`config.mk`:
```
export PLATFORM = sky130hd
export DESIGN_NAME = cond_unit_flat
export DESIGN_NICKNAME = d
export VERILOG_FILES = /design/src/rtl/cond_unit_pkg.sv /design/src/rtl/cond_unit_if.sv /design/src/rtl/cond_unit_check.sv /design/src/rtl/cond_unit.sv /design/src/flat_wrapper.sv
export SDC_FILE = /design/constraint.sdc
export NUM_CORES = 1
export LEC_CHECK = 0
export ABC_AREA = 1
export ABC_CLOCK_PERIOD_IN_PS = 2690
export BUFFER_PORTS_ARGS = -buffer_cell sky130_fd_sc_hd__buf_2
export CORE_AREA = 10 10 47 49
export CTS_CLUSTER_DIAMETER = 50
export CTS_CLUSTER_SIZE = 20
export DETAILED_ROUTE_END_ITERATION = 10
export DIE_AREA = 0 0 57 59
export PLACE_DENSITY = 0.65
export SYNTH_ARGS = -nofsm -noshare
export SYNTH_HDL_FRONTEND = slang
export SYNTH_HIERARCHICAL = 1
export SYNTH_SLANG_ARGS = --single-unit
```
`constraint.sdc`:
```
create_clock -name clk -period 2.69 [get_ports clk]
set_input_delay 0.269 -clock clk [delete_from_list [all_inputs] [get_ports clk]]
set_output_delay 0.269 -clock clk [all_outputs]
set_load 0.1 [all_outputs]
```
`src/rtl/cond_unit_pkg.sv`:
```
// rtl/cond_unit_pkg.sv - shared CPU constants: condition codes, flag bit indices, alu_ctl encodings
package cond_unit_pkg;

  // ARM condition field encodings (instr[31:28])
  typedef enum logic [3:0] {
    COND_EQ  = 4'b0000,
    COND_NE  = 4'b0001,
    COND_CS  = 4'b0010,
    COND_CC  = 4'b0011,
    COND_MI  = 4'b0100,
    COND_PL  = 4'b0101,
    COND_VS  = 4'b0110,
    COND_VC  = 4'b0111,
    COND_HI  = 4'b1000,
    COND_LS  = 4'b1001,
    COND_GE  = 4'b1010,
    COND_LT  = 4'b1011,
    COND_GT  = 4'b1100,
    COND_LE  = 4'b1101,
    COND_AL  = 4'b1110,
    COND_UNC = 4'b1111
  } cond_e;

  // ALU control encodings; ALU_ADC consumes the registered carry
  typedef enum logic [2:0] {
    ALU_ADD = 3'b000,
    ALU_SUB = 3'b001,
    ALU_AND = 3'b010,
    ALU_ORR = 3'b011,
    ALU_ADC = 3'b100
  } alu_ctl_e;

  // Bit positions within the {N,Z,C,V} flag vector
  localparam int FLAG_N = 3;
  localparam int FLAG_Z = 2;
  localparam int FLAG_C = 1;
  localparam int FLAG_V = 0;

endpackage

```
`src/rtl/cond_unit_if.sv`:
```
// rtl/cond_unit_if.sv - decoder/ALU side bundle feeding the condition unit
interface cond_unit_if;
  logic       en;
  logic [3:0] cond;
  logic [3:0] alu_flags;
  logic [1:0] flag_w;
  logic       pc_s;
  logic       reg_w;
  logic       mem_w;
  logic       no_write;
  logic       pc_src;
  logic       reg_write;
  logic       mem_write;
  logic       cond_ex;
  logic [3:0] flags;
  logic       carry;

  modport master (
    output en, cond, alu_flags, flag_w, pc_s, reg_w, mem_w, no_write,
    input  pc_src, reg_write, mem_write, cond_ex, flags, carry
  );

  modport slave (
    input  en, cond, alu_flags, flag_w, pc_s, reg_w, mem_w, no_write,
    output pc_src, reg_write, mem_write, cond_ex, flags, carry
  );
endinterface

```
`src/rtl/cond_unit_check.sv`:
```
// rtl/cond_unit_check.sv - combinational ARM condition evaluation against current flags
module cond_check
  import cond_unit_pkg::*;
(
  input  logic [3:0] cond,
  input  logic [3:0] flags,
  output logic       cond_ex
);

  logic n, z, c, v;

  assign n = flags[FLAG_N];
  assign z = flags[FLAG_Z];
  assign c = flags[FLAG_C];
  assign v = flags[FLAG_V];

  // Decode the condition field; 1111 behaves as always
  always_comb begin
    cond_ex = 1'b1;
    case (cond)
      COND_EQ: cond_ex = z;
      COND_NE: cond_ex = ~z;
      COND_CS: cond_ex = c;
      COND_CC: cond_ex = ~c;
      COND_MI: cond_ex = n;
      COND_PL: cond_ex = ~n;
      COND_VS: cond_ex = v;
      COND_VC: cond_ex = ~v;
      COND_HI: cond_ex = c & ~z;
      COND_LS: cond_ex = ~c | z;
      COND_GE: cond_ex = (n == v);
      COND_LT: cond_ex = (n != v);
      COND_GT: cond_ex = ~z & (n == v);
      COND_LE: cond_ex = z | (n != v);
      default: cond_ex = 1'b1;
    endcase
  end

endmodule

```
`src/rtl/cond_unit.sv`:
```
// rtl/cond_unit.sv - flag registers and condition gating of datapath write enables
module cond_unit
  import cond_unit_pkg::*;
(
  input  logic        clk,
  input  logic        reset,
  cond_unit_if.slave  bus
);

  logic [1:0] nz_q, nz_d;
  logic [1:0] cv_q, cv_d;
  logic [3:0] flags_cur;
  logic       cond_ex;
  logic       issue;

  assign flags_cur = {nz_q, cv_q};

  cond_check u_cond_check (
    .cond    (bus.cond),
    .flags   (flags_cur),
    .cond_ex (cond_ex)
  );

  // An instruction only takes effect when it is issued and its condition passes
  assign issue = bus.en & cond_ex;

  // Next-state for the two flag halves; each half updates independently
  always_comb begin
    nz_d = nz_q;
    cv_d = cv_q;
    if (issue && bus.flag_w[1]) nz_d = bus.alu_flags[FLAG_N:FLAG_Z];
    if (issue && bus.flag_w[0]) cv_d = bus.alu_flags[FLAG_C:FLAG_V];
  end

  // N,Z register; reset clears it regardless of clock and enable
  always_ff @(posedge clk or posedge reset) begin
    if (reset) nz_q <= 2'b00;
    else       nz_q <= nz_d;
  end

  // C,V register; reset clears it regardless of clock and enable
  always_ff @(posedge clk or posedge reset) begin
    if (reset) cv_q <= 2'b00;
    else       cv_q <= cv_d;
  end

  assign bus.cond_ex   = cond_ex;
  assign bus.reg_write = bus.reg_w & cond_ex & ~bus.no_write & bus.en;
  assign bus.mem_write = bus.mem_w & cond_ex & bus.en;
  assign bus.pc_src    = bus.pc_s & cond_ex & bus.en;
  assign bus.flags     = flags_cur;
  assign bus.carry     = flags_cur[FLAG_C];

endmodule

```
`src/flat_wrapper.sv`:
```
// flat-port wrapper written by rule: the top's interface ports become plain ports
module cond_unit_flat import cond_unit_pkg::*;
  (clk, reset, bus_en, bus_cond, bus_alu_flags, bus_flag_w, bus_pc_s, bus_reg_w, bus_mem_w, bus_no_write, bus_pc_src, bus_reg_write, bus_mem_write, bus_cond_ex, bus_flags, bus_carry);
  cond_unit_if bus_i ();
  input  logic clk;
  input  logic reset;
  input wire logic [$bits(bus_i.en)-1:0] bus_en;
  input wire logic [$bits(bus_i.cond)-1:0] bus_cond;
  input wire logic [$bits(bus_i.alu_flags)-1:0] bus_alu_flags;
  input wire logic [$bits(bus_i.flag_w)-1:0] bus_flag_w;
  input wire logic [$bits(bus_i.pc_s)-1:0] bus_pc_s;
  input wire logic [$bits(bus_i.reg_w)-1:0] bus_reg_w;
  input wire logic [$bits(bus_i.mem_w)-1:0] bus_mem_w;
  input wire logic [$bits(bus_i.no_write)-1:0] bus_no_write;
  output wire logic [$bits(bus_i.pc_src)-1:0] bus_pc_src;
  output wire logic [$bits(bus_i.reg_write)-1:0] bus_reg_write;
  output wire logic [$bits(bus_i.mem_write)-1:0] bus_mem_write;
  output wire logic [$bits(bus_i.cond_ex)-1:0] bus_cond_ex;
  output wire logic [$bits(bus_i.flags)-1:0] bus_flags;
  output wire logic [$bits(bus_i.carry)-1:0] bus_carry;
  assign bus_i.en = bus_en;
  assign bus_i.cond = bus_cond;
  assign bus_i.alu_flags = bus_alu_flags;
  assign bus_i.flag_w = bus_flag_w;
  assign bus_i.pc_s = bus_pc_s;
  assign bus_i.reg_w = bus_reg_w;
  assign bus_i.mem_w = bus_mem_w;
  assign bus_i.no_write = bus_no_write;
  assign bus_pc_src = bus_i.pc_src;
  assign bus_reg_write = bus_i.reg_write;
  assign bus_mem_write = bus_i.mem_write;
  assign bus_cond_ex = bus_i.cond_ex;
  assign bus_flags = bus_i.flags;
  assign bus_carry = bus_i.carry;
  cond_unit u_core (.clk(clk), .reset(reset), .bus(bus_i));
endmodule
```
Word level (Yosys, flattened, before mapping):

Index checks and enable logic that the tools add are counted.

* flip-flop bits (word level): 4
* latch bits: 0
* memory bits (writable): 0
* ROM bits: 0
* input bits: 17
* logic and storage cells: 38
* memories: 0

* add/sub/neg operators: 0
* $mul: 0
* div/mod/pow operators: 0
* $lt $le $gt $ge: 0
* eq/ne operators: 15
* shift-type cells: 0
* muxes and demuxes: 1
* bitwise operators: 17
* reduce and logical (&&, ||, !) cells: 3

Operator list (count)
* 4-bit == test, second input constant: 6
* 4-bit by 3-bit == test with 1-bit output, second input constant: 4
* 1-bit case mux with 14 select lines: 1
* 1-bit bitwise AND: 10
* 4-bit by 2-bit == test with 1-bit output, second input constant: 2
* 1-bit NOT: 5
* 4-bit by 1-bit == test with 1-bit output, second input constant: 1
* 4-bit zero test: 1
* 1-bit logical AND: 2
* 1-bit OR: 2
* 1-bit == test: 1
* 1-bit inequality test: 1

Longest topological paths before layout:

Gate-level depths: netlist (run 1).

* depth after elaboration: 6
* gate-level depth with buffers: 12

Hierarchy:

Netlist (run 1), hierarchy kept.

Modules (own cells, without submodules)
* cond_unit: times used 1, cells each 29, area an instance 229.0 µm², sequential area each 100.1 µm²
* cond_check: times used 1, cells each 50, area an instance 205.2 µm², sequential area each 0.0 µm²

Worst setup path before layout (run 1):

No wires, ideal clock.

* path type: reg2out
* start point: register u_core.cv_q[0]
* end point: output port bus_reg_write
* arrival time: 3751 ps
* required time: 2421 ps
* setup slack: -1330 ps
* stages on the path, launching flop included: 10
* path buffers: 1
* path through: dfrtp_1 > inv_1 > nand2_1 > nand3_1 > a21oi_1 > nor2_1 > nand2_1 > buf_4 > nand3_1 > nor2_1

* cells in the longest elaborated chain, start to end: 6

Ends and longest elaborated chain
* start, declared: line cond_unit.sv:11 `logic [1:0] cv_q, cv_d;`
* start signal, assigned: line cond_unit.sv:44 `else cv_q <= cv_d;`
* 1-bit inequality test / 1-bit == test (equally long branches)
* 1-bit OR / 1-bit bitwise AND (equally long branches): line cond_unit_check.sv:34, cond_unit_check.sv:33
* 1-bit case mux with 14 select lines (*): line cond_unit_check.sv:20 `case (cond)`
* named net bus_cond_ex: line flat_wrapper.sv:18 `output wire logic [$bits(bus_i.cond_ex)-1:0] bus_cond_ex;`
* 1-bit bitwise AND (*) (3 in a row): line cond_unit.sv:48 `assign bus.reg_write = bus.reg_w & cond_ex & ~bus.no_write & bus.en;`
* end, declared: line flat_wrapper.sv:16 `output wire logic [$bits(bus_i.reg_write)-1:0] bus_reg_write;`

Mark *: on every way through the listed nets, which the timed path passes. The rest lies on a longest branch.

Final worst setup path (run 1):

* start point: register u_core.cv_q[0]
* end point: output port bus_mem_write

* cells in the longest elaborated chain, start to end: 5

Ends and longest elaborated chain
* 1-bit inequality test / 1-bit == test (equally long branches)
* 1-bit OR / 1-bit bitwise AND (equally long branches): line cond_unit_check.sv:34, cond_unit_check.sv:33
* 1-bit case mux with 14 select lines (*): line cond_unit_check.sv:20
* 1-bit bitwise AND (*) (2 in a row): line cond_unit.sv:49 `assign bus.mem_write = bus.mem_w & cond_ex & bus.en;`
* end, declared: line flat_wrapper.sv:17 `output wire logic [$bits(bus_i.mem_write)-1:0] bus_mem_write;`

Every way passes the cells marked *; elsewhere a longest branch is shown, timed or not.

==> metrics.cfg, run 1 <==
[global_routing]
grt_pass1_wl_um = 2240
grt_max_degree = 10
antenna_found_initial = 0
grt_pass1_vias = 579
grtUsageTotal = 0.0802
grt_remaining_overflow = 0

[layout]
area_growth_pct = 43.8
drive_gt1_frac = 0.381
layout.nets = 124
diodes = 0
final_cell_mix = nand2_1 (27), buf_2 (25), inv_1 (11)
seq_area_um2 = 110
multiInputGateArea_um2 = 292
layout_commonest_cell = nand2_1
num-fill-cells = 154

[floorplanning]
core_area_um2 = 1400
fp.dieW_um = 57
ios = 26
initial_core_util = 0.310
fp.dieH_um = 59
rows = 14
die_area_um2 = 3360

[sta]
max_slew_margin = 0.676
grt_setup_unrepaired = no
post-route-min-period_ns = 2.26
clock_skew_ns = 0.00524
final_hold_viol_count = 0
finalSetupViolCount = 0
fmax_mhz = 442
finalSetupTns_ns = 0
worstMarginPinSlew_ns = 0.490
timing.final.crit_share = 0.841
maxSlewViolCount = 0
whs_ns = 0.268

[synthesis]
yosysWarningCount = 6
synth_cell_types = 11
ys_seq_area_frac = 0.231
synthMuxAreaShare = 0
synth_xor_area_frac = 0
synth_top_area_frac = 0.242
netlist_instances = 79
synth_largest_area_cell = nand2_1
synth_compound_area_frac = 0.0461
syn_area_um2 = 434
syn_area_per_cell_um2 = 5.50
synthAdderAreaFrac = 0
syn_nets = 96
synthTopCellsByArea = nand2_1 (24%), dfrtp_1 (23%), nand3_1 (10%), nor2_1 (10%), inv_1 (9.5%)
ys_ff_latch = 4
synth_top_family_by_area = simple AND/OR/NAND/NOR gates
synth-simple-area-share = 0.568

[route]
vias = 552
drc_errors = 0
firstDrtPassIters = 4
first_iter_violations = 16
wire_per_inst_um = 11.1
antenna_left = 0
wirelength_um = 1340
via_per_inst = 4.56

[clock_tree]
cts_max_level = 1
cts_made_buffers = 3
clk_pin_slew_ns = 0.04
ctsResizeCount = 0
cts_buffer_depth = 2
clock_latency_ns = 0.23
cts_sinks = 4
cts_tree = yes
cts_root_buf = clkbuf_4
post_cts.repair.setup_buffers = 0

[min_path]
hold_end = u_core/cv_q[0]
min_path_type = in2reg
min_path_cells = 3
holdCritStartpoint = bus_alu_flags[0]

[pwr]
power.share.combinational = 0.703
netSwitchingFraction = 0.663
p_leak_uw = 0.000364
power_frac_seq = 0.189
p_switching_uw = 450
power.internal_uw = 229
p_per_area_nw_per_um2 = 1090
clockPowerShare = 0.109
ir_worst_vdd_v = 0.000634

[critical_path]
rrSetupSlack_ns = 1.29
r2r_end = u_core/nz_q[0]
cp-end-kind = output pin
rr_startpoint = u_core/cv_q[1]
startpoint = u_core/cv_q[0]
required_ns = 2.42
crit_fanout = 9
r2r_cells = 10
worst-setup-path-type = reg2out
cp-start-kind = flop
worstPathArrival_ns = 1.99

[placed_design]
port_buffers = 25
gp_congestion = 0.877
dp_hpwl_um = 1150

[status]
outcome = finished, final reports clean

[job]
drv_cap = 0

## power groups by stage
stage	clock, µW	sequential, µW	combinational (µW)
after floorplan	0	297	242
after global placement	0	127	476
after detailed placement	0	129	478
after CTS	77.8	128	480
after global routing	82.4	134	505
final	73.8	128	477
## logic make-up after synthesis
logic type,Yosys count
DFF,4
and+or+nand+nor,56
AOI/OAI and AO/OA,4
buffers and inverters,15
## critical path, stage by stage (launching register included)
cell,delay (ns)
dfrtp_4,0.49
nand2_1,0.10
nand3_1,0.10
a21oi_1,0.14
nor2_1,0.07
nand2_2,0.15
nand2_1,0.16
nor2_4,0.12
buf_2,0.42
## metrics by stage
stage | worst slack [ns] | power, µW | area (µm²) | cells | util
6_report | 0.427 | 679 | 624 | 121 | 0.446
5_1_grt | 0.249 | 721 | 624 | 121 | 0.446
4_1_cts | 0.416 | 686 | 624 | 121 | 0.446
3_5_place_dp | 0.677 | 607 | 592 | 117 | 0.422
3_3_place_gp | 0.696 | 603 | 592 | 117 | 0.422
2_1_floorplan | 0.0170 | 539 | 469 | 79 | -
## sequential cells by signal, indices dropped and copies added, names as in the netlist
| signal | cells |
|---|---|
| u_core/cv_q | 2 |
| u_core/nz_q | 2 |
## routing by layer
metal | GRT usage | wire [µm]
met2 | 0.135 | 661
met4 | 0.0470 | 0
met3 | 0.0386 | 109
met1 | 0.0790 | 572
met5 | 0 | 0
## worst max-delay path by stage
stage                         end  slack (ns)  cells past startpoint
finish              bus_mem_write        0.43                      8
detailed placement  bus_mem_write        0.68                      8
global placement    bus_mem_write        0.70                     10
floorplan           bus_mem_write        0.02                     11
global route        bus_mem_write        0.25                     10
CTS                 bus_mem_write        0.42                      8
## area by class of cell
cell class / instances / area share
multi-input cells: 60 / 0.467
repair buffers: 26 / 0.216
flip-flops and latches: 4 / 0.176
inverters: 12 / 0.0721
clock buffers: 3 / 0.0361
well taps: 16 / 0.0321
## repair_timing
action	4_1_cts	5_1_grt
hold endpoints to repair	4	0
endpoints found under the setup margin	0	0
hold buffers	1	0
## Yosys cell counts
| cell type | count |
|---|---|
| inv_2 | 1 |
| a21oi_1 | 4 |
| nand2_2 | 1 |
| nand3_1 | 9 |
| nand3_2 | 2 |
| dfrtp_1 | 4 |
| inv_1 | 11 |
| buf_4 | 3 |
| nor2_1 | 12 |
| nand4_1 | 4 |
| nand2_1 | 28 |
Note: power is estimated with default switching activity, not from simulation.
==> run 2: changes to the inputs <==
ABC_AREA = 0   (was 1)
ABC_CLOCK_PERIOD_IN_PS = 2250   (was 2690)
PLACE_DENSITY = 0.59   (was 0.65)
clock period = 2.25 ns   (was 2.69 ns; I/O delays follow)
==> run 2 against run 1 <==
Effect of this change:
- sequential share of layout area grew 1.2 points
- clock-buffer cell count did not move
- flip-flop and latch count unchanged
- setup slack got worse by 0.29 ns
- critical path depth fell by 2
- die area unchanged
- synthesized cell count shrank 52%
- via count is 33% lower
- hold slack got worse by 0.068 ns
- largest cell class unchanged
==> metrics.cfg, run 2 <==
[critical_path]
r2r_cells = 6
cp-end-kind = output pin
r2r_end = u_core/nz_q[0]
path_delay_family = compound AO/OA/AOI/OAI gates
required_ns = 2.03
cp-start-kind = flop
slowest_stage = dfrtp_4
cp_num_buf_inv = 1
rr_startpoint = u_core/cv_q[1]
crit_fanout = 6
path_cells = nor2b_1 > a22oi_2 > xnor2_1 > a211o_4 > and4b_4 > buf_12
worst-setup-path-type = reg2out
rrSetupSlack_ns = 0.39
worstPathArrival_ns = 1.89
cp_slowest_stage_delay_ns = 0.48

[route]
drc_errors = 0
via_per_inst = 4.59
wirelength_um = 1090
antenna_left = 0
vias = 372
firstDrtPassIters = 4
first_iter_violations = 4
wire_per_inst_um = 13.4

[clock_tree]
ctsResizeCount = 0
cts_sinks = 4
cts_max_level = 1
clk_pin_slew_ns = 0.04
clock_latency_ns = 0.24
cts_root_buf = clkbuf_4
cts_buffer_depth = 2
cts_made_buffers = 3
cts_tree = yes

[layout]
area_growth_pct = 67.5
drive_gt1_frac = 0.585
fin_cells = 81
top_regs = u_core/cv_q x2, u_core/nz_q x2
final_cell_mix = buf_2 (22), mux2_1 (4), xnor2_1 (4)
layout.nets = 84
diodes = 0
layout_commonest_cell = buf_2

[global_routing]
grt_pass1_vias = 377
grt_max_degree = 10
grtUsageTotal = 0.0632
antenna_found_initial = 0
grt_pass1_wl_um = 1660
grt_remaining_overflow = 0

[synthesis]
synthTopCellsByArea = dfrtp_1 (28%), mux2_1 (13%), xnor2_1 (9.8%), and3_2 (4.2%), nor3b_1 (4.2%)
synth_top_area_frac = 0.280
syn_nets = 55
ys_seq_area_frac = 0.280
syn_area_um2 = 358
synth_cell_types = 22
netlist_instances = 38
yosysWarningCount = 6
synth_largest_area_cell = dfrtp_1
synthTopCellsByCount = dfrtp_1 (4), mux2_1 (4), xnor2_1 (4)
synth_ff_type = dfrtp_1
ys_ff_latch = 4
synth_edf_count = 0
syn_area_per_cell_um2 = 9.42
async_flop_share = 1.00

[job]
drv_cap = 0

[sta]
maxSlewViolCount = 0
worstMarginPinSlew_ns = 0.495
post-route-min-period_ns = 2.12
clock_skew_ns = 0.00289
max_slew_margin = 0.672
timing.final.crit_share = 0.940
finalSetupViolCount = 0
final_hold_viol_count = 0
finalSetupTns_ns = 0
grt_setup_unrepaired = no
fmax_mhz = 473

[floorplanning]
fp.dieH_um = 59
core_area_um2 = 1400
die_area_um2 = 3360
rows = 14
fp.dieW_um = 57
ios = 26
initial_core_util = 0.255

[placed_design]
dp_cells = 77
port_buffers = 25
gp_congestion = 0.731

[status]
outcome = finished, final reports clean

[min_path]
holdCritStartpoint = bus_alu_flags[3]
hold_end = u_core/nz_q[1]
min_path_type = in2reg
min_path_cells = 2

-- run 2: cell families (layout without fill, tap and decap cells) --
| kind of cell | after synthesis | count (layout) | share of synthesized area |
|---|---|---|---|
| AND/OR/NAND/NOR | 13 | 13 | 0.241 |
| AO/OA/AOI/OAI | 8 | 8 | 0.171 |
| multiplexers | 5 | 5 | 0.154 |
| XOR/XNOR | 4 | 4 | 0.0979 |
| flip-flops | 4 | 4 | 0.280 |
| buffers and inverters | 4 | 31 | 0.0559 |
-- run 2: timing repair --
item / in CTS / in global routing
setup buffers: 0 / 0
hold endpoints to repair: 4 / 0
hold buffers: 1 / 0
-- run 2: cell type report --
class                           count  area [µm²]
Fill cell                         151         802
Multi-Input combinational cell     30         256
Timing Repair Buffer               26         180
Sequential cell                     4         113
Clock buffer                        3        22.5
Tap cell                           16        20.0
Inverter                            2        7.51
-- run 2: worst max path at each step --
| stage | start | endpoint | slack [ns] | cells past startpoint |
|---|---|---|---|---|
| 2_1_floorplan | u_core/cv_q[0] | bus_reg_write | 0.006 | 5 |
| 3_3_place_gp | u_core/nz_q[1] | bus_reg_write | 0.37 | 6 |
| 3_5_place_dp | u_core/cv_q[1] | bus_reg_write | 0.38 | 6 |
| 4_1_cts | u_core/cv_q[1] | bus_reg_write | 0.12 | 6 |
| 5_1_grt | u_core/cv_q[1] | bus_reg_write | 0.05 | 6 |
| 6_report | u_core/cv_q[1] | bus_reg_write | 0.13 | 6 |
-- run 2: metal layers --
| metal | share of wire | GRT usage |
|---|---|---|
| met5 | 0 | 0 |
| met1 | 0.39 | 0.0692 |
| met2 | 0.52 | 0.0946 |
| met4 | 0.032 | 0.0705 |
| met3 | 0.052 | 0.0129 |
-- run 2: stage by stage --
stage          hold WS [ns]   util  area (µm²)  worst slack (ns)
2_1_floorplan      -0.00891      -         389           0.00603
3_3_place_gp          0.110  0.404         567             0.372
3_5_place_dp          0.111  0.404         567             0.379
4_1_cts               0.193  0.428         599             0.120
5_1_grt               0.207  0.428         599            0.0501
6_report              0.200  0.428         599             0.134
Power of run 2 is not shown: default switching activity piles up to over one toggle a cycle in this logic, so the estimate is an artifact.
